[src/rtl/midi_pkg.sv]
// Shared MIDI definitions: baud rate, status-byte constants, FSM encodings and
// the helper that returns how many data bytes follow a given status byte.
package midi_pkg;

  localparam int MIDI_BAUD = 31250;

  localparam logic [7:0] ST_FLAG_MASK  = 8'h80;
  localparam logic [7:0] ST_CLASS_MASK = 8'hF0;
  localparam logic [7:0] ST_PROG       = 8'hC0;
  localparam logic [7:0] ST_CHPRESS    = 8'hD0;
  localparam logic [7:0] ST_SYSTEM     = 8'hF0;
  localparam logic [7:0] ST_SYSEX      = 8'hF0;
  localparam logic [7:0] ST_MTC        = 8'hF1;
  localparam logic [7:0] ST_SPP        = 8'hF2;
  localparam logic [7:0] ST_SONG       = 8'hF3;
  localparam logic [7:0] ST_TUNE       = 8'hF6;
  localparam logic [7:0] ST_RT_MIN     = 8'hF8;

  typedef enum logic [2:0] {
    U_IDLE,
    U_START,
    U_DATA,
    U_STOP,
    U_WAIT_IDLE
  } uart_state_t;

  // P_STAT: status seen, no data yet; P_RUN: running status held, nothing pending.
  typedef enum logic [2:0] {
    P_IDLE,
    P_STAT,
    P_D1,
    P_RUN,
    P_SYSEX
  } parser_state_t;

  function automatic logic [1:0] midi_data_len(input logic [7:0] st);
    logic [1:0] n;
    n = 2'd0;
    if ((st & ST_CLASS_MASK) != ST_SYSTEM) begin
      if ((st & ST_CLASS_MASK) == ST_PROG || (st & ST_CLASS_MASK) == ST_CHPRESS) n = 2'd1;
      else n = 2'd2;
    end else if (st == ST_MTC || st == ST_SONG) begin
      n = 2'd1;
    end else if (st == ST_SPP) begin
      n = 2'd2;
    end
    return n;
  endfunction

endpackage

[src/rtl/midi_uart_rx.sv]
// Oversampling 8N1 receiver: input synchroniser, 16x sample timing and the
// framing FSM; each frame yields either one byte strobe or one framing-error strobe.
module midi_uart_rx
  import midi_pkg::*;
#(
  parameter int CLK_DIV_16X = 200,
  parameter int SYNC_STAGES = 2
) (
  input  logic       clk,
  input  logic       rst,
  input  logic       rx_i,
  output logic [7:0] byte_o,
  output logic       byte_valid_o,
  output logic       frame_err_o,
  output logic       busy_o
);

  localparam int               DIV_W      = $clog2(CLK_DIV_16X + 1);
  localparam logic [DIV_W-1:0] DIV_LAST   = DIV_W'(CLK_DIV_16X - 1);
  localparam logic [3:0]       MID_SAMPLE = 4'd7;

  logic [SYNC_STAGES-1:0] sync_q;
  logic [DIV_W-1:0]       div_q;
  logic [3:0]             s_q;
  logic [2:0]             bit_q;
  logic [7:0]             shift_q;
  uart_state_t            state_q, state_d;
  logic                   rx;
  logic                   tick;
  logic                   sample;

  assign rx     = sync_q[SYNC_STAGES-1];
  assign tick   = (div_q == DIV_LAST);
  assign sample = tick && (s_q == MID_SAMPLE);
  assign byte_o = shift_q;

  always_ff @(posedge clk or posedge rst) begin
    if (rst) begin
      sync_q  <= '1;
      div_q   <= '0;
      s_q     <= '0;
      bit_q   <= '0;
      shift_q <= '0;
    end else begin
      sync_q <= {sync_q[SYNC_STAGES-2:0], rx_i};
      div_q  <= tick ? '0 : div_q + DIV_W'(1);
      // The falling start edge realigns the sample counter; it then free-runs so
      // every bit is sampled 16 ticks after the previous one.
      if (state_q == U_IDLE && !rx) s_q <= '0;
      else if (tick)                s_q <= s_q + 4'd1;
      if (state_q == U_IDLE)               bit_q <= '0;
      else if (state_q == U_DATA && sample) bit_q <= bit_q + 3'd1;
      if (state_q == U_DATA && sample) shift_q <= {rx, shift_q[7:1]};
    end
  end

  always_ff @(posedge clk or posedge rst) begin
    if (rst) state_q <= U_IDLE;
    else     state_q <= state_d;
  end

  always_comb begin
    state_d = state_q;
    unique case (state_q)
      U_IDLE:      if (!rx) state_d = U_START;
      U_START:     if (sample) state_d = rx ? U_IDLE : U_DATA;
      U_DATA:      if (sample && bit_q == 3'd7) state_d = U_STOP;
      U_STOP:      if (sample) state_d = rx ? U_IDLE : U_WAIT_IDLE;
      U_WAIT_IDLE: if (rx) state_d = U_IDLE;
      default:     state_d = U_IDLE;
    endcase
  end

  always_comb begin
    byte_valid_o = (state_q == U_STOP) && sample && rx;
    frame_err_o  = (state_q == U_STOP) && sample && !rx;
    busy_o       = (state_q == U_START) || (state_q == U_DATA) || (state_q == U_STOP);
  end

endmodule

[src/rtl/midi_rx_decoder.sv]
// MIDI receive decoder: UART front end plus message framer with running status,
// real-time passthrough and SysEx discard.
module midi_rx_decoder
  import midi_pkg::*;
#(
  parameter int CLK_DIV_16X = 100_000_000 / (MIDI_BAUD * 16),
  parameter int SYNC_STAGES = 2
) (
  input  logic       clk,
  input  logic       rst,
  input  logic       midi_rx,
  output logic [7:0] status,
  output logic [7:0] data1,
  output logic [7:0] data2,
  output logic [1:0] bytes_cnt,
  output logic       msg_valid,
  output logic [7:0] rt_byte,
  output logic       rt_valid,
  output logic       frame_err,
  output logic       busy
);

  logic [7:0] rx_byte;
  logic       rx_byte_valid;
  logic       rx_frame_err;
  logic       rx_busy;

  midi_uart_rx #(
    .CLK_DIV_16X(CLK_DIV_16X),
    .SYNC_STAGES(SYNC_STAGES)
  ) u_uart (
    .clk         (clk),
    .rst         (rst),
    .rx_i        (midi_rx),
    .byte_o      (rx_byte),
    .byte_valid_o(rx_byte_valid),
    .frame_err_o (rx_frame_err),
    .busy_o      (rx_busy)
  );

  parser_state_t pst_q, pst_d;
  logic [7:0] rs_q, rs_d;
  logic [7:0] d1_q, d1_d;
  logic [7:0] status_q, data1_q, data2_q, rt_byte_q;
  logic [1:0] cnt_q;
  logic       msg_valid_q, rt_valid_q, frame_err_q;

  logic       is_rt, is_data, is_chan_st, is_common, rs_chan, accepting, data_done;
  logic [1:0] need_rs;
  logic       emit;
  logic [7:0] em_st, em_d1, em_d2;
  logic [1:0] em_cnt;

  always_comb begin
    is_rt      = (rx_byte >= ST_RT_MIN);
    is_data    = ((rx_byte & ST_FLAG_MASK) == 8'h00);
    is_chan_st = !is_data && (rx_byte < ST_SYSTEM);
    is_common  = (rx_byte == ST_MTC) || (rx_byte == ST_SPP) || (rx_byte == ST_SONG);
    rs_chan    = (rs_q < ST_SYSTEM);
    need_rs    = midi_data_len(rs_q);
    accepting  = (pst_q == P_STAT) || (pst_q == P_RUN) || (pst_q == P_D1);
    data_done  = (pst_q == P_D1) || (need_rs == 2'd1);
  end

  always_ff @(posedge clk or posedge rst) begin
    if (rst) pst_q <= P_IDLE;
    else     pst_q <= pst_d;
  end

  // Status bytes are handled the same from every state, which also ends SysEx.
  always_comb begin
    pst_d = pst_q;
    if (rx_byte_valid && !is_rt) begin
      if (!is_data) begin
        if (rx_byte == ST_SYSEX)           pst_d = P_SYSEX;
        else if (is_chan_st || is_common) pst_d = P_STAT;
        else                              pst_d = P_IDLE;
      end else if (accepting) begin
        if (data_done) pst_d = rs_chan ? P_RUN : P_IDLE;
        else           pst_d = P_D1;
      end
    end
  end

  always_comb begin
    emit   = 1'b0;
    em_st  = rs_q;
    em_d1  = 8'h00;
    em_d2  = 8'h00;
    em_cnt = 2'd1 + need_rs;
    rs_d   = rs_q;
    d1_d   = d1_q;
    if (rx_byte_valid && !is_rt) begin
      if (!is_data) begin
        rs_d = (is_chan_st || is_common) ? rx_byte : 8'h00;
        if (rx_byte == ST_TUNE) begin
          emit   = 1'b1;
          em_st  = rx_byte;
          em_cnt = 2'd1;
        end
      end else if (accepting) begin
        if (data_done) begin
          emit  = 1'b1;
          em_d1 = (pst_q == P_D1) ? d1_q : rx_byte;
          em_d2 = (pst_q == P_D1) ? rx_byte : 8'h00;
          if (!rs_chan) rs_d = 8'h00;
        end else begin
          d1_d = rx_byte;
        end
      end
    end
  end

  always_ff @(posedge clk or posedge rst) begin
    if (rst) begin
      rs_q        <= '0;
      d1_q        <= '0;
      status_q    <= '0;
      data1_q     <= '0;
      data2_q     <= '0;
      cnt_q       <= '0;
      msg_valid_q <= 1'b0;
      rt_byte_q   <= '0;
      rt_valid_q  <= 1'b0;
      frame_err_q <= 1'b0;
    end else begin
      rs_q        <= rs_d;
      d1_q        <= d1_d;
      msg_valid_q <= emit;
      rt_valid_q  <= rx_byte_valid && is_rt;
      frame_err_q <= rx_frame_err;
      if (emit) begin
        status_q <= em_st;
        data1_q  <= em_d1;
        data2_q  <= em_d2;
        cnt_q    <= em_cnt;
      end
      if (rx_byte_valid && is_rt) rt_byte_q <= rx_byte;
    end
  end

  assign status    = status_q;
  assign data1     = data1_q;
  assign data2     = data2_q;
  assign bytes_cnt = cnt_q;
  assign msg_valid = msg_valid_q;
  assign rt_byte   = rt_byte_q;
  assign rt_valid  = rt_valid_q;
  assign frame_err = frame_err_q;
  assign busy      = rx_busy || (pst_q == P_STAT) || (pst_q == P_D1);

endmodule

[config.mk]
export PLATFORM = sky130hd
export DESIGN_NAME = midi_rx_decoder
export DESIGN_NICKNAME = d
export VERILOG_FILES = /design/src/rtl/midi_pkg.sv /design/src/rtl/midi_uart_rx.sv /design/src/rtl/midi_rx_decoder.sv
export SDC_FILE = /design/constraint.sdc
export NUM_CORES = 1
export LEC_CHECK = 0
export BUFFER_PORTS_ARGS = -buffer_cell sky130_fd_sc_hd__buf_2
export CAP_MARGIN = 20
export CORE_AREA = 4 4 91 93
export CTS_BUF_LIST = sky130_fd_sc_hd__clkbuf_4 sky130_fd_sc_hd__clkbuf_8 sky130_fd_sc_hd__clkbuf_16
export DETAILED_ROUTE_END_ITERATION = 8
export DIE_AREA = 0 0 95 97
export GPL_TIMING_DRIVEN = 0
export HOLD_SLACK_MARGIN = 0.06
export PLACE_DENSITY = 0.71
export SLEW_MARGIN = 0
export SYNTH_ARGS = -nofsm -noshare
export SYNTH_HDL_FRONTEND = slang
export SYNTH_SLANG_ARGS = --single-unit
export TNS_END_PERCENT = 100
[constraint.sdc]
create_clock -name clk -period 4.4 [get_ports clk]
set_clock_uncertainty 0.05 [all_clocks]
set_input_delay 0.88 -clock clk [delete_from_list [all_inputs] [get_ports clk]]
set_output_delay 0.88 -clock clk [all_outputs]
set_load 0.005 [all_outputs]
* Word-level counts from Yosys, hierarchy flattened
Index checks and enable logic that the tools add are counted.
** Storage, ports and cells
- Bits in registers :: 84
- Bits of input ports :: 3
- Output and inout port bits :: 38
- Word-level logic and storage cells :: 137
** Cells by class
- Add/subtract/negate cells :: 4
- $lt $le $gt $ge :: 3
- Eq/ne operators :: 30
- Muxes and demuxes :: 49
- Bitwise operators :: 1
- Reduce and logical (&&, ||, !) cells :: 33
** Operators by type and width (count)
- $mux 8 :: 19
- $eq 8x8->1 const B :: 9
- $mux 3 :: 11
- $mux 2 :: 10
- $lt 8x8->1 const B :: 2
- $pmux 3 s5 :: 1
- $eq 3x2->1 const B :: 4
- $logic_or 1x1->1 :: 12
- $logic_and 1x1->1 :: 10
- $ne 2x1->1 const B :: 5
- $add 8x1->8 const B :: 1
- $eq 4x4->1 const B :: 2
- $ge 8x8->1 const B :: 1
- $logic_not 8->1 :: 1
- $mux 4 :: 2
- $reduce_and 4->1 :: 2
- $eq 3x1->1 const B :: 2
- $eq 3x3->1 const B :: 2
- $mux 1 :: 6
- $ne 2x2->1 const B :: 3
- $reduce_and 5->1 :: 1
- $add 4x1->4 const B :: 1
- $eq 4x3->1 const B :: 1
- $ne 4x4->1 const B :: 1
- 8 further kinds :: 11

* Longest topological paths before layout
- Word-level depth :: 10
- Gate-level depth with buffers :: 7
- Gate-level depth less buffers :: 7

* By module
A second synthesis with hierarchy kept.
** Unflattened totals
- Cell total of the unflattened synthesis :: 311
- Area total of the unflattened synthesis :: 3678.5 µm²
** By module, submodules not included
- midi_rx_decoder :: times used 1, cells each 194, area each 2376.0 µm², sequential area each 1376.3 µm²
- midi_uart_rx :: times used 1, cells each 117, area each 1302.5 µm², sequential area each 703.2 µm²

* Worst setup path after synthesis
Ideal clock, no wire load.
- Kind :: reg-to-reg
- Start point :: register u_uart.div_q[5]
- End point :: register u_uart.shift_q[0], in the netlist u_uart.byte_o[0]
- Library setup time :: 0.125 ns
- Arrival time :: 1.837 ns
- Required time :: 4.225 ns
- Slack :: 2.388 ns
- Stages on the path, launching flop included :: 8
- Buffers on the path :: 2
- Clock period less this slack :: 2.012 ns
- Cells stage by stage :: dfrtp_1 -> buf_6 -> nand4bb_4 -> nor2_4 -> nand2_2 -> or4b_1 -> buf_6 -> mux2_4
** Between the ends
- Word-level cells in the longest chain between the ends :: 3
** RTL lines
- start, declared :: line midi_uart_rx.sv:23 : logic [DIV_W-1:0] div_q;
- start signal, assigned :: line midi_uart_rx.sv:46 : div_q <= tick ? '0 : div_q + DIV_W'(1);
- $eq 8x8->1 :: line midi_uart_rx.sv:33 : assign tick = (div_q == DIV_LAST);
- $logic_and 1x1->1 :: line midi_uart_rx.sv:34 : assign sample = tick && (s_q == MID_SAMPLE);
- $logic_and 1x1->1 :: line midi_uart_rx.sv:53 : if (state_q == U_DATA && sample) shift_q <= {rx, shift_q[7:1]};
- end signal, assigned :: line midi_uart_rx.sv:53
- end, declared :: line midi_uart_rx.sv:26 : logic [7:0] shift_q;
No other way between the ends.
A chain may end at the register's enable or synchronous reset.

* Worst setup path after layout
- Start point :: register u_uart.state_q[1]
- End point :: output busy
** Between the ends
- Word-level cells in the longest chain between the ends :: 5
- Elaborated cells between the ends (all ways) :: 7
- Classes of those cells :: 3 x eq/ne; 4 x reduce/logical
** RTL lines
- start, declared :: line midi_uart_rx.sv:27 : uart_state_t state_q, state_d;
- start signal, assigned :: line midi_uart_rx.sv:59 : else state_q <= state_d;
- $eq 3x1->1 / $eq 3x2->1 (equally long branches) :: line midi_uart_rx.sv:77 : busy_o = (state_q == U_START) || (state_q == U_DATA) || (state_q == U_STOP);
- $logic_or 1x1->1 :: line midi_uart_rx.sv:77
- $logic_or 1x1->1 * :: line midi_uart_rx.sv:77
- $logic_or 1x1->1 * (2 in a row) :: line midi_rx_decoder.sv:150 : assign busy = rx_busy || (pst_q == P_STAT) || (pst_q == P_D1);
- end, declared :: line midi_rx_decoder.sv:20 : output logic busy
Mark *: on every way between the ends. The rest lies on a longest branch, timed or not.

==> results.json <==
{
  "r2r-end": "pst_q[2]",
  "final.setup.tns_ns": 0,
  "power_frac_seq_pct": 58.8,
  "r2r_cells": 6,
  "cp-end-kind": "output port",
  "synthDistinctLibCells": 64,
  "critical_path.max_fanout": 10,
  "synth_nets": 298,
  "cts-buffers-inserted": 9,
  "cts_sinks": 83,
  "grt_util_all_layers_pct": 16.6,
  "min_path_type": "reg2reg",
  "first_pass_iters": 4,
  "dieHeight_um": 97,
  "num_vias": 2484,
  "cts_tree": "done",
  "ant_nets": 0,
  "avgSynthCellArea_um2": 12.5,
  "crit_start": "u_uart.state_q[1]",
  "finalCritPeriodShare_pct": 57.6,
  "fmax_mhz": 394,
  "gp_congestion": 0.835,
  "root_buffer": "clkbuf_8",
  "p_leak_nw": 2.06,
  "wire_per_inst_um": 15.9,
  "yosysWarnings": 0,
  "cts_setup_buffers": 0,
  "fin_ws_ns": 1.87,
  "endpoint": "busy",
  "synthCells": 291,
  "post_drt_via_cell_ratio": 5.53,
  "totalWireLength_um": 7140,
  "synth-edff-count": 0,
  "clk_latency_ns": 0.35,
  "area_delta_synth_final_pct": 14.6,
  "final_nets": 349,
  "p_sw_uw": 296,
  "n_fill_cell": 677,
  "die_area_um2": 9220,
  "initial_core_util_pct": 48.5,
  "place_hpwl_um": 4950,
  "yosysMostFrequentCell": "dfrtp_1",
  "place_ws_ns": 2.11,
  "overflow": 0,
  "cts_buffer_depth": 2,
  "irDropWorstVdd_mv": 0.194,
  "drt_iter0_drc": 134,
  "syn_area_um2": 3650,
  "start_kind": "flop",
  "rrSetupSlack_ns": 2.12,
  "p_comb_share_pct": 1.4,
  "async_flop_share_pct": 100,
  "required_ns": 3.47,
  "p_int_mw": 1.00,
  "synth_top_area_share_pct": 55.5,
  "drc": 0,
  "setup_violations": 0,
  "grt_max_degree": 44,
  "core_area_um2": 7530,
  "final_hold_viol_count": 0,
  "antenna_found_initial": 0,
  "die_x_um": 95,
  "ys_seq_area_share_pct": 57.0,
  "cp.arrival_ns": 1.60,
  "ctsResizeCount": 0,
  "maxCapViolations": 0,
  "synth_top_area_cell": "dfrtp_1",
  "slew_headroom_pct": 31.2,
  "grt_setup_unrepaired": "false",
  "synth_top_flop_cell": "dfrtp_1",
  "path_clk_slew_ns": 0.08,
  "holdBufCountCts": 0,
  "rows": 32,
  "synth_common_cells": "dfrtp_1 (81), nor2_1 (18), a22o_1 (15)",
  "yosys-top-cells-area": "dfrtp_1 (56%), a22o_1 (3.6%), mux2_2 (3.4%), mux2_4 (3.3%), mux2i_1 (2.2%)",
  "p_sw_share_pct": 22.8,
  "power_density_nw_per_um2": 311,
  "grt_pass1_wl_um": 11900,
  "drive_gt1_share_pct": 30.3,
  "run_status": "completed",
  "slew_violations": 0,
  "tightest_slew_ns": 1.03,
  "grt_pass1_vias": 2462,
  "io_pins": 41,
  "holdWs_ns": 0.313,
  "period_minus_slack_ns": 2.53,
  "h-tree-depth": 3,
  "ys_ff_latch": 83,
  "seq_area_um2": 2080,
  "timing.rr.start": "u_uart.s_q[0]",
  "p_clk_share_pct": 39.8,
  "diodes": 0,
  "whs_path_depth": 0,
  "path_class": "reg2out",
  "multi_input_area_um2": 1470,
  "port_buffers": 39
}
## logic make-up after synthesis
logic type / after synthesis / synth area share (%)
compound gates: 65 / 13.9
xor+xnor: 7 / 1.68
fa+ha+maj: 4 / 1.37
buf+inv: 19 / 2.67
flops: 83 / 57.0
mux: 27 / 8.88
other cells: 1 / 0.103
simple gates: 85 / 14.4
## final cells by class
cell class                      instances  share of cell area [%]
Tap cell                              102                    3.05
Inverter                                5                   0.508
Sequential cell                        83                    49.7
Buffer                                 14                    1.88
Clock inverter                          5                   0.867
Multi-Input combinational cell        189                    35.2
Clock buffer                           11                    3.62
Timing Repair Buffer                   40                    5.14
## worst min path at each step
stage	startpoint	to	slack, ns
final	u_uart.sync_q[0]	u_uart.sync_q[1]	0.31
after global routing	u_uart.sync_q[0]	u_uart.sync_q[1]	0.32
after CTS	u_uart.sync_q[0]	u_uart.sync_q[1]	0.32
after detailed placement	u_uart.sync_q[0]	u_uart.sync_q[1]	0.30
after global placement	u_uart.sync_q[0]	u_uart.sync_q[1]	0.30
after floorplan	u_uart.sync_q[0]	u_uart.sync_q[1]	0.30
## placed cells by master (no fill, tap or decap), types with 5 or more instances in the layout
cell type | synthesis | final
a21oi_1 | 6 | 6
a22o_1 | 15 | 15
buf_2 | 3 | 42
clkbuf_1 | 6 | 6
clkbuf_8 | 0 | 11
dfrtp_1 | 81 | 81
mux2_2 | 11 | 11
mux2_4 | 8 | 8
mux2i_1 | 8 | 8
nand2_1 | 13 | 13
nand3_1 | 11 | 11
nand4_1 | 5 | 5
nor2_1 | 18 | 18
nor3_1 | 5 | 5
o21ai_0 | 9 | 9
o22a_1 | 6 | 6
o2bb2ai_1 | 8 | 8
or2_2 | 5 | 5
## registers in the layout (all words and copies together), names as in the netlist, 2 cells and up
signal,flops
u_uart.div_q,8
d1_q,8
data1,8
u_uart.sync_q,2
data2,7
bytes_cnt,2
u_uart.s_q,4
rt_byte,8
rs_q,8
u_uart.bit_q,3
status,8
u_uart.state_q,3
pst_q,3
u_uart.byte_o,8
## metrics by stage
stage	total power, mW	util, %	instances	cell area [um^2]
after floorplan	0.792	-	291	3650
after global placement	0.797	52.8	432	3970
after detailed placement	0.800	53.1	433	4000
after CTS	1.31	55.6	449	4180
after global routing	1.35	55.6	449	4180
final	1.30	55.6	449	4180
## metal layers
layer  vias up  part of all wire (%)  track usage (%)
li1       1172                     -                -
met1      1235                    48             23.6
met2        67                    46             24.7
met3        10                   4.4             3.65
met4         0                   1.6             6.55
met5         -                     0                0
## power by group through the flow
stage	sequential (mW)	clock, mW	combinational [mW]
final	0.765	0.517	0.0185
after global routing	0.765	0.558	0.0226
after CTS	0.765	0.525	0.0199
after detailed placement	0.780	0	0.0198
after global placement	0.780	0	0.0169
after floorplan	0.780	0	0.0122
## worst max-delay path, cell delays in order (launching register included)
cell and delay (ns):
dfrtp_1 0.40, clkbuf_1 0.35, nor2_1 0.13, o22ai_1 0.22, buf_2 0.15
Note: power is estimated with default switching activity, not from simulation.
